<file path="src/rtl/mem_arbiter.sv">
// -----------------------------------------------------------------------------
// mem_arbiter
//   Merges the I-cache and D-cache slow-memory ports onto one shared 128-bit
//   line memory. A single transaction is in flight at a time: the winner's
//   command is registered onto the memory bus, the returned line is captured
//   into that side's rdata register, and that side gets a one-cycle ready
//   pulse. Ties alternate, starting with D after reset.
//
// Ports
//   clk, rst_n                 clock (rising edge), async active-low reset
//   read_I/write_I/addr_I/wdata_I   I-side request, held until ready_I
//   rdata_I, ready_I           I-side returned line and completion pulse
//   read_D ... ready_D         same handshake for the D side
//   mem_read/mem_write/mem_addr/mem_wdata   registered shared-memory command
//   mem_rdata, mem_ready       shared-memory returned line and completion pulse
// -----------------------------------------------------------------------------
module mem_arbiter #(
    parameter int ADDR_W = 28,
    parameter int LINE_W = 128
) (
    input  logic              clk,
    input  logic              rst_n,
    input  logic              read_I,
    input  logic              write_I,
    input  logic [ADDR_W-1:0] addr_I,
    input  logic [LINE_W-1:0] wdata_I,
    output logic [LINE_W-1:0] rdata_I,
    output logic              ready_I,
    input  logic              read_D,
    input  logic              write_D,
    input  logic [ADDR_W-1:0] addr_D,
    input  logic [LINE_W-1:0] wdata_D,
    output logic [LINE_W-1:0] rdata_D,
    output logic              ready_D,
    output logic              mem_read,
    output logic              mem_write,
    output logic [ADDR_W-1:0] mem_addr,
    output logic [LINE_W-1:0] mem_wdata,
    input  logic [LINE_W-1:0] mem_rdata,
    input  logic              mem_ready
);

    typedef enum logic [1:0] {IDLE, BUSY, RESP, GAP} state_t;
    typedef enum logic {SIDE_I = 1'b0, SIDE_D = 1'b1} side_t;

    state_t            r_state;
    state_t            w_state_next;
    side_t             r_last_grant;
    side_t             r_grant;
    side_t             w_grant_side;
    logic              w_grant;
    logic              w_req_I;
    logic              w_req_D;
    logic              w_sel_read;
    logic              w_sel_write;
    logic [ADDR_W-1:0] w_sel_addr;
    logic [LINE_W-1:0] w_sel_wdata;

    logic              r_mem_read;
    logic              r_mem_write;
    logic [ADDR_W-1:0] r_mem_addr;
    logic [LINE_W-1:0] r_mem_wdata;
    logic [LINE_W-1:0] r_rdata_I;
    logic [LINE_W-1:0] r_rdata_D;
    logic              r_ready_I;
    logic              r_ready_D;

    assign w_req_I = read_I | write_I;
    assign w_req_D = read_D | write_D;

    // Next-state and grant decision.
    // NOTE: every signal written here gets a default first, so no path leaves
    // it unassigned and no latch is inferred.
    always_comb begin
        w_state_next = r_state;
        w_grant      = 1'b0;
        w_grant_side = SIDE_I;
        case (r_state)
            IDLE: begin
                if (w_req_I || w_req_D) begin
                    w_grant      = 1'b1;
                    w_state_next = BUSY;
                    if (w_req_I && w_req_D) begin
                        // Tie: hand the bus to whoever did not win last time.
                        w_grant_side = (r_last_grant == SIDE_I) ? SIDE_D : SIDE_I;
                    end else begin
                        w_grant_side = w_req_D ? SIDE_D : SIDE_I;
                    end
                end
            end
            BUSY:    if (mem_ready) w_state_next = RESP;
            RESP:    w_state_next = GAP;
            // The dead cycle lets the client drop its request before the
            // next arbitration, so a finished request is never re-granted.
            GAP:     w_state_next = IDLE;
            default: w_state_next = IDLE;
        endcase
    end

    // Command fields of the side being granted this cycle.
    assign w_sel_read  = (w_grant_side == SIDE_D) ? read_D  : read_I;
    assign w_sel_write = (w_grant_side == SIDE_D) ? write_D : write_I;
    assign w_sel_addr  = (w_grant_side == SIDE_D) ? addr_D  : addr_I;
    assign w_sel_wdata = (w_grant_side == SIDE_D) ? wdata_D : wdata_I;

    // NOTE: state and datapath registers use non-blocking assignments so every
    // register samples the pre-edge values regardless of statement order.
    always_ff @(posedge clk or negedge rst_n) begin
        if (!rst_n) begin
            r_state <= IDLE;
        end else begin
            r_state <= w_state_next;
        end
    end

    always_ff @(posedge clk or negedge rst_n) begin
        if (!rst_n) begin
            r_last_grant <= SIDE_I;
            r_grant      <= SIDE_I;
            r_mem_read   <= 1'b0;
            r_mem_write  <= 1'b0;
            r_mem_addr   <= '0;
            r_mem_wdata  <= '0;
            r_rdata_I    <= '0;
            r_rdata_D    <= '0;
            r_ready_I    <= 1'b0;
            r_ready_D    <= 1'b0;
        end else begin
            // Ready is a pulse: only the BUSY->RESP edge below raises it.
            r_ready_I <= 1'b0;
            r_ready_D <= 1'b0;

            if (w_grant) begin
                r_grant      <= w_grant_side;
                r_last_grant <= w_grant_side;
                r_mem_addr   <= w_sel_addr;
                r_mem_wdata  <= w_sel_wdata;
                // Write takes precedence when a client raises both strobes.
                r_mem_write  <= w_sel_write;
                r_mem_read   <= w_sel_read & ~w_sel_write;
            end

            if (r_state == BUSY && mem_ready) begin
                r_mem_read  <= 1'b0;
                r_mem_write <= 1'b0;
                if (r_grant == SIDE_D) begin
                    r_rdata_D <= mem_rdata;
                    r_ready_D <= 1'b1;
                end else begin
                    r_rdata_I <= mem_rdata;
                    r_ready_I <= 1'b1;
                end
            end
        end
    end

    assign mem_read  = r_mem_read;
    assign mem_write = r_mem_write;
    assign mem_addr  = r_mem_addr;
    assign mem_wdata = r_mem_wdata;
    assign rdata_I   = r_rdata_I;
    assign rdata_D   = r_rdata_D;
    assign ready_I   = r_ready_I;
    assign ready_D   = r_ready_D;

endmodule

</file>
<file path="config.mk">
export PLATFORM = sky130hd
export DESIGN_NAME = mem_arbiter
export DESIGN_NICKNAME = d
export VERILOG_FILES = /design/src/rtl/mem_arbiter.sv
export SDC_FILE = /design/constraint.sdc
export NUM_CORES = 1
export LEC_CHECK = 0
export BUFFER_PORTS_ARGS = -buffer_cell sky130_fd_sc_hd__buf_2
export CELL_PAD_IN_SITES_DETAIL_PLACEMENT = 1
export CELL_PAD_IN_SITES_GLOBAL_PLACEMENT = 2
export CORE_AREA = 2 2 331 333
export DETAILED_ROUTE_END_ITERATION = 8
export DIE_AREA = 0 0 333 335
export PLACE_DENSITY_LB_ADDON = 0.1
export SYNTH_ARGS = -nofsm -noshare
export SYNTH_HDL_FRONTEND = slang
export SYNTH_SLANG_ARGS = --single-unit
</file>
<file path="constraint.sdc">
create_clock -name clk -period 1.6 [get_ports clk]
set_input_delay 0.32 -clock clk [delete_from_list [all_inputs] [get_ports clk]]
set_output_delay 0.32 -clock clk [all_outputs]
set_load 0.02 [all_outputs]
</file>
==> out/qor.csv, run 1 <==
stage,metric,value,unit
power_and_ir_drop,Peak VDD IR,0.0008767,V
cells_and_area,Reg area,0.01049,mm^2
sta,Worst Skew,0.01360,ns
clocking,H-tree Lvls,2,
sta,Slew Limit Fails,0,
grt,first-pass GRT wire length,129.4,mm
power_and_ir_drop,Tot Pwr,63.97,mW
clocking,clk_lat worst skew,0.62,ns
clocking,CTS tree,built,
setup_path,crit-path leading delay family,buffers and inverters,
sta,RSZ-0062 raised after global routing,true,
sta,Worst slew margin,0.7433,
setup_path,CP required,2.12,ns
status,status,"complete, but fails checks",
setup_path,CP peak stage delay,0.39,ns
setup_path,Worst Path Buf+Inv,6,
yosys,Mapped Cells,1528,
setup_path,critical path peak fanout,7,
yosys,Synth cell types,27,
place,GPL Wtd Cong,0.7516,
cells_and_area,Final nets,3437,
yosys,Ys Warns,0,
place,IO Port Bufs,862,
sta,fin crit share,1.138,
detailed_routing,DRT Wirelength,95.76,mm
grt,initial antenna violation count,14,
sta,final hold vios,0,
clocking,total CTS buffers,56,
power_and_ir_drop,power per cell area,1925,mW/mm^2
setup_path,CP Class,reg2reg,
sta,slack of the critical path,-0.2203,ns
yosys,Yosys top cell area share,0.6147,
detailed_routing,initial DRC count,389,
setup_path,critical path cell sequence,"inv_2, buf_6, ha_4, buf_6, nand3_4, buf_12, buf_12, clkbuf_16, mux2_4",
power_and_ir_drop,static leakage,17.04,nW
die,Core Rows,121,
die,I/O pin cnt,863,
die,die area,0.1116,mm^2
clocking,CTS max path bufs,3,
detailed_routing,vias per cell,3.844,
cells_and_area,layout cells sized above 1,0.4797,
grt,Tot GR Track Use,0.1569,
die,Core ar.,0.1081,mm^2
run,# Max-Cap Violations,0,
yosys,sequential fraction of the synthesis area,0.6147,
worst_hold_path,HP Class,in2reg,
yosys,"count leader, synth",nand2_1,
die,Starting Density,0.1578,
yosys,Netlist Area Pre-Place,0.01706,mm^2
place,DP HPWL,67.47,mm
clocking,Sink Count,419,
clocking,Root Driver,clkbuf_16,
yosys,"top cells by area, synth","dfrtp_1 (61%), nand2_1 (12%), mux2i_1 (9.2%)",
die,die extent in y,335,um
setup_path,Crit path arrival time,2.34,ns
grt,total gr overflow,0,
detailed_routing,Antenna Nets Post-Route,0,
cells_and_area,Syn-to-layout area delta,94.78,%
place,Placed Instances,3838,
die,DIE WIDTH,333,um
sta,Tightest Pin Transition,0.3851,ns
yosys,"FF+latch count, synth",419,
yosys,ys flop type,dfrtp_1,
grt,vias in the first global route,19280,
sta,fin crit period,1.820,ns
yosys,"area leader, netlist",dfrtp_1,
setup_path,r2r setup slk,-0.22,ns
yosys,Post-Syn Area per Cell,11.16,um^2
sta,Final setup viols,408,
detailed_routing,DRT Pass-1 Iters,4,
clocking,"Reg clk slew, reported paths",0.06,ns
yosys,syn_nets,1979,
detailed_routing,DR vias,17110,
grt,largest net degree at the start of global routing,61,
setup_path,Startpoint Class,flip-flop,
cells_and_area,post-route insts no fill,4451,
detailed_routing,DRC viols,0,
detailed_routing,drt wl/cell,21.51,um
status,failing checks,negative setup slack,
sta,Fmax achieved,549.4,MHz
setup_path,crit path max-delay cell type,dfrtp_1,
cells_and_area,area of the multi-input gates,0.007307,mm^2
place,pre-CTS setup slack,-0.4774,ns
yosys,most frequent cells after synthesis,"nand2_1 (545), dfrtp_1 (419), mux2i_1 (156)",
setup_path,nature of the critical path endpoint,flip-flop,
cells_and_area,fillcell total,12230,
yosys,Post-synth EDFFs,0,
yosys,share of flip-flops with an asynchronous set or reset,1.000,
## state kept, by name, summed over array words and instances, names as in the netlist, 2 cells and up
register and cells:
rdata_I 128, rdata_D 128, mem_wdata 128, mem_addr 28, r_state 2
## layer usage
metal	up-vias	wire, um	GRT usage
met1	8344	34900	0.1616
met5	-	13	0
met4	2	3168	0.05334
met3	138	7071	0.05580
li1	8024	-	-
met2	600	50600	0.2922
## cell type report
type,count,area share
Antenna cell,10,0.0007532
Clock buffer,80,0.04944
Inverter,7,0.001167
Clock inverter,19,0.004783
Multi-Input combinational cell,1009,0.2199
Timing Repair Buffer,1492,0.3546
Sequential cell,419,0.3156
Tap cell,1414,0.05325
Timing Repair inverter,1,0.0004896
## worst paths after layout
kind | end | startpoint | depth (start not counted)
setup / recovery | rdata_D[63] | r_state[1] | 9
hold / removal | mem_wdata[57] | wdata_I[57] | 3
setup reg to reg | rdata_D[63] | r_state[1] | 9
hold reg to reg | rdata_I[75] | rdata_I[75] | 2
max in group asynchronous | mem_wdata[52] | rst_n | 4
min in group asynchronous | mem_wdata[116] | rst_n | 2
## logic make-up after synthesis
logic type | share of synthesized area
multiplexers | 0.1760
AO/OA/AOI/OAI | 0.05032
flip-flops | 0.6147
buffers and inverters | 0.03264
AND/OR/NAND/NOR | 0.1234
adder cells (fa/ha/maj) | 0.002934
## where the power goes
group          switching [mW]  internal, mW
logic                    18.9          14.0
registers                2.86          15.7
clock network            5.08          7.39
## layout by cell type, fill, tap and decap left out, types with 4 or more instances in the layout
master	n
buf_12	50
buf_16	15
buf_2	861
buf_4	60
buf_6	23
buf_8	28
clkbuf_1	10
clkbuf_16	82
clkbuf_8	13
clkinv_2	13
dfrtp_1	419
diode_2	10
dlygate4sd3_1	430
inv_1	4
mux2_2	55
mux2_4	73
mux2i_1	82
mux2i_2	25
mux2i_4	49
nand2_1	467
nand2_2	73
nand2_4	5
o21ai_0	22
o21ai_1	128
o21ai_2	11
## stage by stage
stage	hold WS, ns	TNS (ns)	area [um^2]	util
detailed placement	0.1978	-62.10	24010	0.2221
global route	0.001914	-82.38	33220	0.3073
finish	0.02736	-45.49	33230	0.3074
global placement	0.1985	-64.43	24010	0.2221
floorplan	0.02441	-4.321	17160	-
CTS	0.00006445	-60.58	31470	0.2911
## tightest hold or removal path: cells and delay by family
family,cells,cell delay (ns)
AO/OA/AOI/OAI,1,0.11
buffers and inverters,1,0.10
multiplexers,1,0.08
## timing repair
action,4_1_cts,5_1_grt
endpoints found under the hold margin,612,7
gates cloned,14,35
setup endpoints to repair,421,437
buffers inserted,31,17
pin swaps,1,17
hold buffers,417,13
gates resized for setup,235,293
Note: power is estimated with default switching activity, not from simulation.
==> run 2, diff against run 1 <==
Settings changed: BUFFER_PORTS_ARGS -buffer_cell sky130_fd_sc_hd__buf_2 to not set, CORE_AREA 2 2 331 333 to 2 2 334 336, DIE_AREA 0 0 333 335 to 0 0 336 338, DONT_BUFFER_PORTS set to 1.
==> run 2 against run 1 <==
  * The flow finishes with violations (negative hold slack, max-slew violations, negative setup slack)
  * Setup slack worse by 0.10 ns
  * Combinational power down 46%
  * Clock power about the same
  * Total power is 9.8% lower
  * Non-clock buffer count decreased by 885
  * Global-route usage shrank 2.2 points
  * Highest routed layer unchanged
==> out/qor.csv, run 2 (synthesized netlist as in run 1, its figures left out) <==
stage,metric,value,unit
status,status,"complete, but fails checks",
status,failing checks,"negative hold slack, max-slew violations, negative setup slack",
cells_and_area,finished layout cell area,0.02863,mm^2
grt,vias in the first global route,15310,
grt,largest net degree at the start of global routing,420,
setup_path,nature of the critical path endpoint,flip-flop,
place,DP HPWL,55.34,mm
setup_path,critical path peak fanout,7,
clocking,total CTS buffers,56,
setup_path,Startpoint Class,flip-flop,
detailed_routing,DRT Wirelength,83.95,mm
grt,global route hottest layer,met2,
setup_path,crit path max-delay cell type,dfrtp_1,
sta,fin crit period,1.924,ns
setup_path,CP startpoint,r_state[1],
grt,initial antenna violation count,13,
die,DIE WIDTH,336,um
detailed_routing,vias per cell,3.774,
setup_path,Worst Setup EP,rdata_D[90],
cells_and_area,Reg area,0.01049,mm^2
worst_hold_path,HP Class,in2async,
grt,met1 GRT Util,0.1314,
sta,RSZ-0062 raised after global routing,true,
grt,total gr overflow,0,
detailed_routing,DR vias,13730,
die,I/O pin cnt,863,
setup_path,CP Depth,10,
sta,Fin Setup TNS,-73.91,ns
cells_and_area,most frequent cells in the layout,"nand2_1 (537), dlygate4sd3_1 (444), dfrtp_1 (419)",
grt,first-pass GRT wire length,111.0,mm
setup_path,critical path cell sequence,"inv_2, buf_4, ha_4, buf_6, nand3_4, buf_8, buf_12, buf_12, buf_16, mux2_4",
power_and_ir_drop,power per cell area,2016,mW/mm^2
sta,hold slack,-0.5950,ns
clocking,CTS tree,built,
grt,Tot GR Track Use,0.1345,
cells_and_area,Final Util,0.2601,
clocking,"Reg clk slew, reported paths",0.06,ns
setup_path,Worst Path Buf+Inv,7,
power_and_ir_drop,Peak VDD IR,0.0007981,V
sta,Fmax achieved,519.7,MHz
setup_path,Crit Reg-Reg Startpoint,r_state[1],
place,Post-DP Area,0.01939,mm^2
setup_path,CP required,2.09,ns
setup_path,CP peak stage delay,0.39,ns
grt,GRT met2 Usage,0.2472,
die,Starting Density,0.1550,
cells_and_area,fillcell total,12150,
clocking,H-tree Lvls,2,
setup_path,Reg2Reg Depth,10,
setup_path,Crit path top cell by count,buf_12,
sta,Worst Skew,0.01544,ns
grt,GR Util met3,0.06401,
cells_and_area,layout cells sized above 1,0.2208,
place,IO Port Bufs,0,
cells_and_area,"commonest non-fill, non-tap cell in the layout",nand2_1,
setup_path,Crit path arrival time,2.41,ns
setup_path,R2R Path End,rdata_D[90],
detailed_routing,initial DRC count,411,
clocking,clk_lat worst skew,0.62,ns
clocking,Sink Count,419,
detailed_routing,DRT Pass-1 Iters,4,
die,Core Rows,122,
sta,Final setup viols,413,
detailed_routing,DRC viols,0,
sta,slack of the critical path,-0.3241,ns
clocking,CTS max path bufs,3,
sta,Tightest Pin Transition,2.404,ns
sta,fin crit share,1.203,
sta,final hold vios,419,
die,die area,0.1136,mm^2
clocking,Root Driver,clkbuf_16,
die,Core ar.,0.1101,mm^2
run,# Max-Cap Violations,0,
cells_and_area,area of the multi-input gates,0.007156,mm^2
setup_path,crit-path leading delay family,buffers and inverters,
sta,Worst slew margin,-0.6028,
setup_path,r2r setup slk,-0.32,ns
detailed_routing,drt wl/cell,23.07,um
cells_and_area,Final nets,2551,
place,GPL Wtd Cong,0.7373,
die,die extent in y,338,um
cells_and_area,Syn-to-layout area delta,67.84,%
power_and_ir_drop,static leakage,13.29,nW
detailed_routing,Antenna Nets Post-Route,0,
setup_path,CP Class,reg2reg,
sta,Slew Limit Fails,210,
==> run 2: cell count changes in the layout (fill, tap and decap cells not counted), sizes merged <==
cell	change
dlygate4sd3	+14
buf	-891
diode	-1
bufbuf	+1
bufinv	-1
clkbuf	+3
clkinvlp	-1
clkinv	-10
==> run 2: routing by layer <==
metal,vias up,share of wire
li1,6235,-
met1,6803,0.34
met3,117,0.10
met5,-,0.00027
met4,4,0.030
met2,573,0.52
==> run 2: cell type report <==
class                           instances  area share
Sequential cell                       419      0.3662
Timing Repair Buffer                  607      0.2528
Multi-Input combinational cell       1009      0.2499
Tap cell                             1488     0.06503
Clock buffer                           92     0.06140
Clock inverter                          8    0.002666
Inverter                                7    0.001180
Antenna cell                            9   0.0007866
==> run 2: metrics by stage <==
step	hold slack, ns	cells	power [mW]	worst slack (ns)
3_3_place_gp	0.03714	3005	38.98	-0.4108
6_report	-0.5950	3639	57.71	-0.3241
4_1_cts	-0.6692	3595	56.48	-0.3704
3_5_place_dp	0.03399	3005	39.28	-0.4480
2_1_floorplan	0.02441	1528	33.23	-0.04272
5_1_grt	-0.6565	3639	61.34	-0.4160
==> run 2: timing repair <==
item | CTS | global route
gates cloned | 17 | 23
resized for setup | 231 | 236
setup endpoints to repair | 411 | 419
pin swaps | 3 | 13
setup buffers | 37 | 23
endpoints found under the hold margin | 834 | 420
hold buffers | 442 | 2
==> run 2: where the power goes <==
| part | switching, mW | total (mW) | internal (mW) |
|---|---|---|---|
| clock | 5.08 | 12.7 | 7.58 |
| sequential | 11.5 | 27.2 | 15.7 |
| combinational | 7.90 | 17.9 | 9.96 |
| total | 24.5 | 57.7 | 33.2 |
==> run 2: worst min path at each step <==
| stage | cells past startpoint | end | startpoint |
|---|---|---|---|
| 6_report | 0 | rdata_D[49] | rst_n |
| 5_1_grt | 0 | rdata_D[49] | rst_n |
| 4_1_cts | 0 | rdata_I[79] | rst_n |
| 3_5_place_dp | 0 | rdata_D[49] | rst_n |
| 3_3_place_gp | 0 | rdata_D[35] | rst_n |
| 2_1_floorplan | 0 | mem_addr[0] | rst_n |
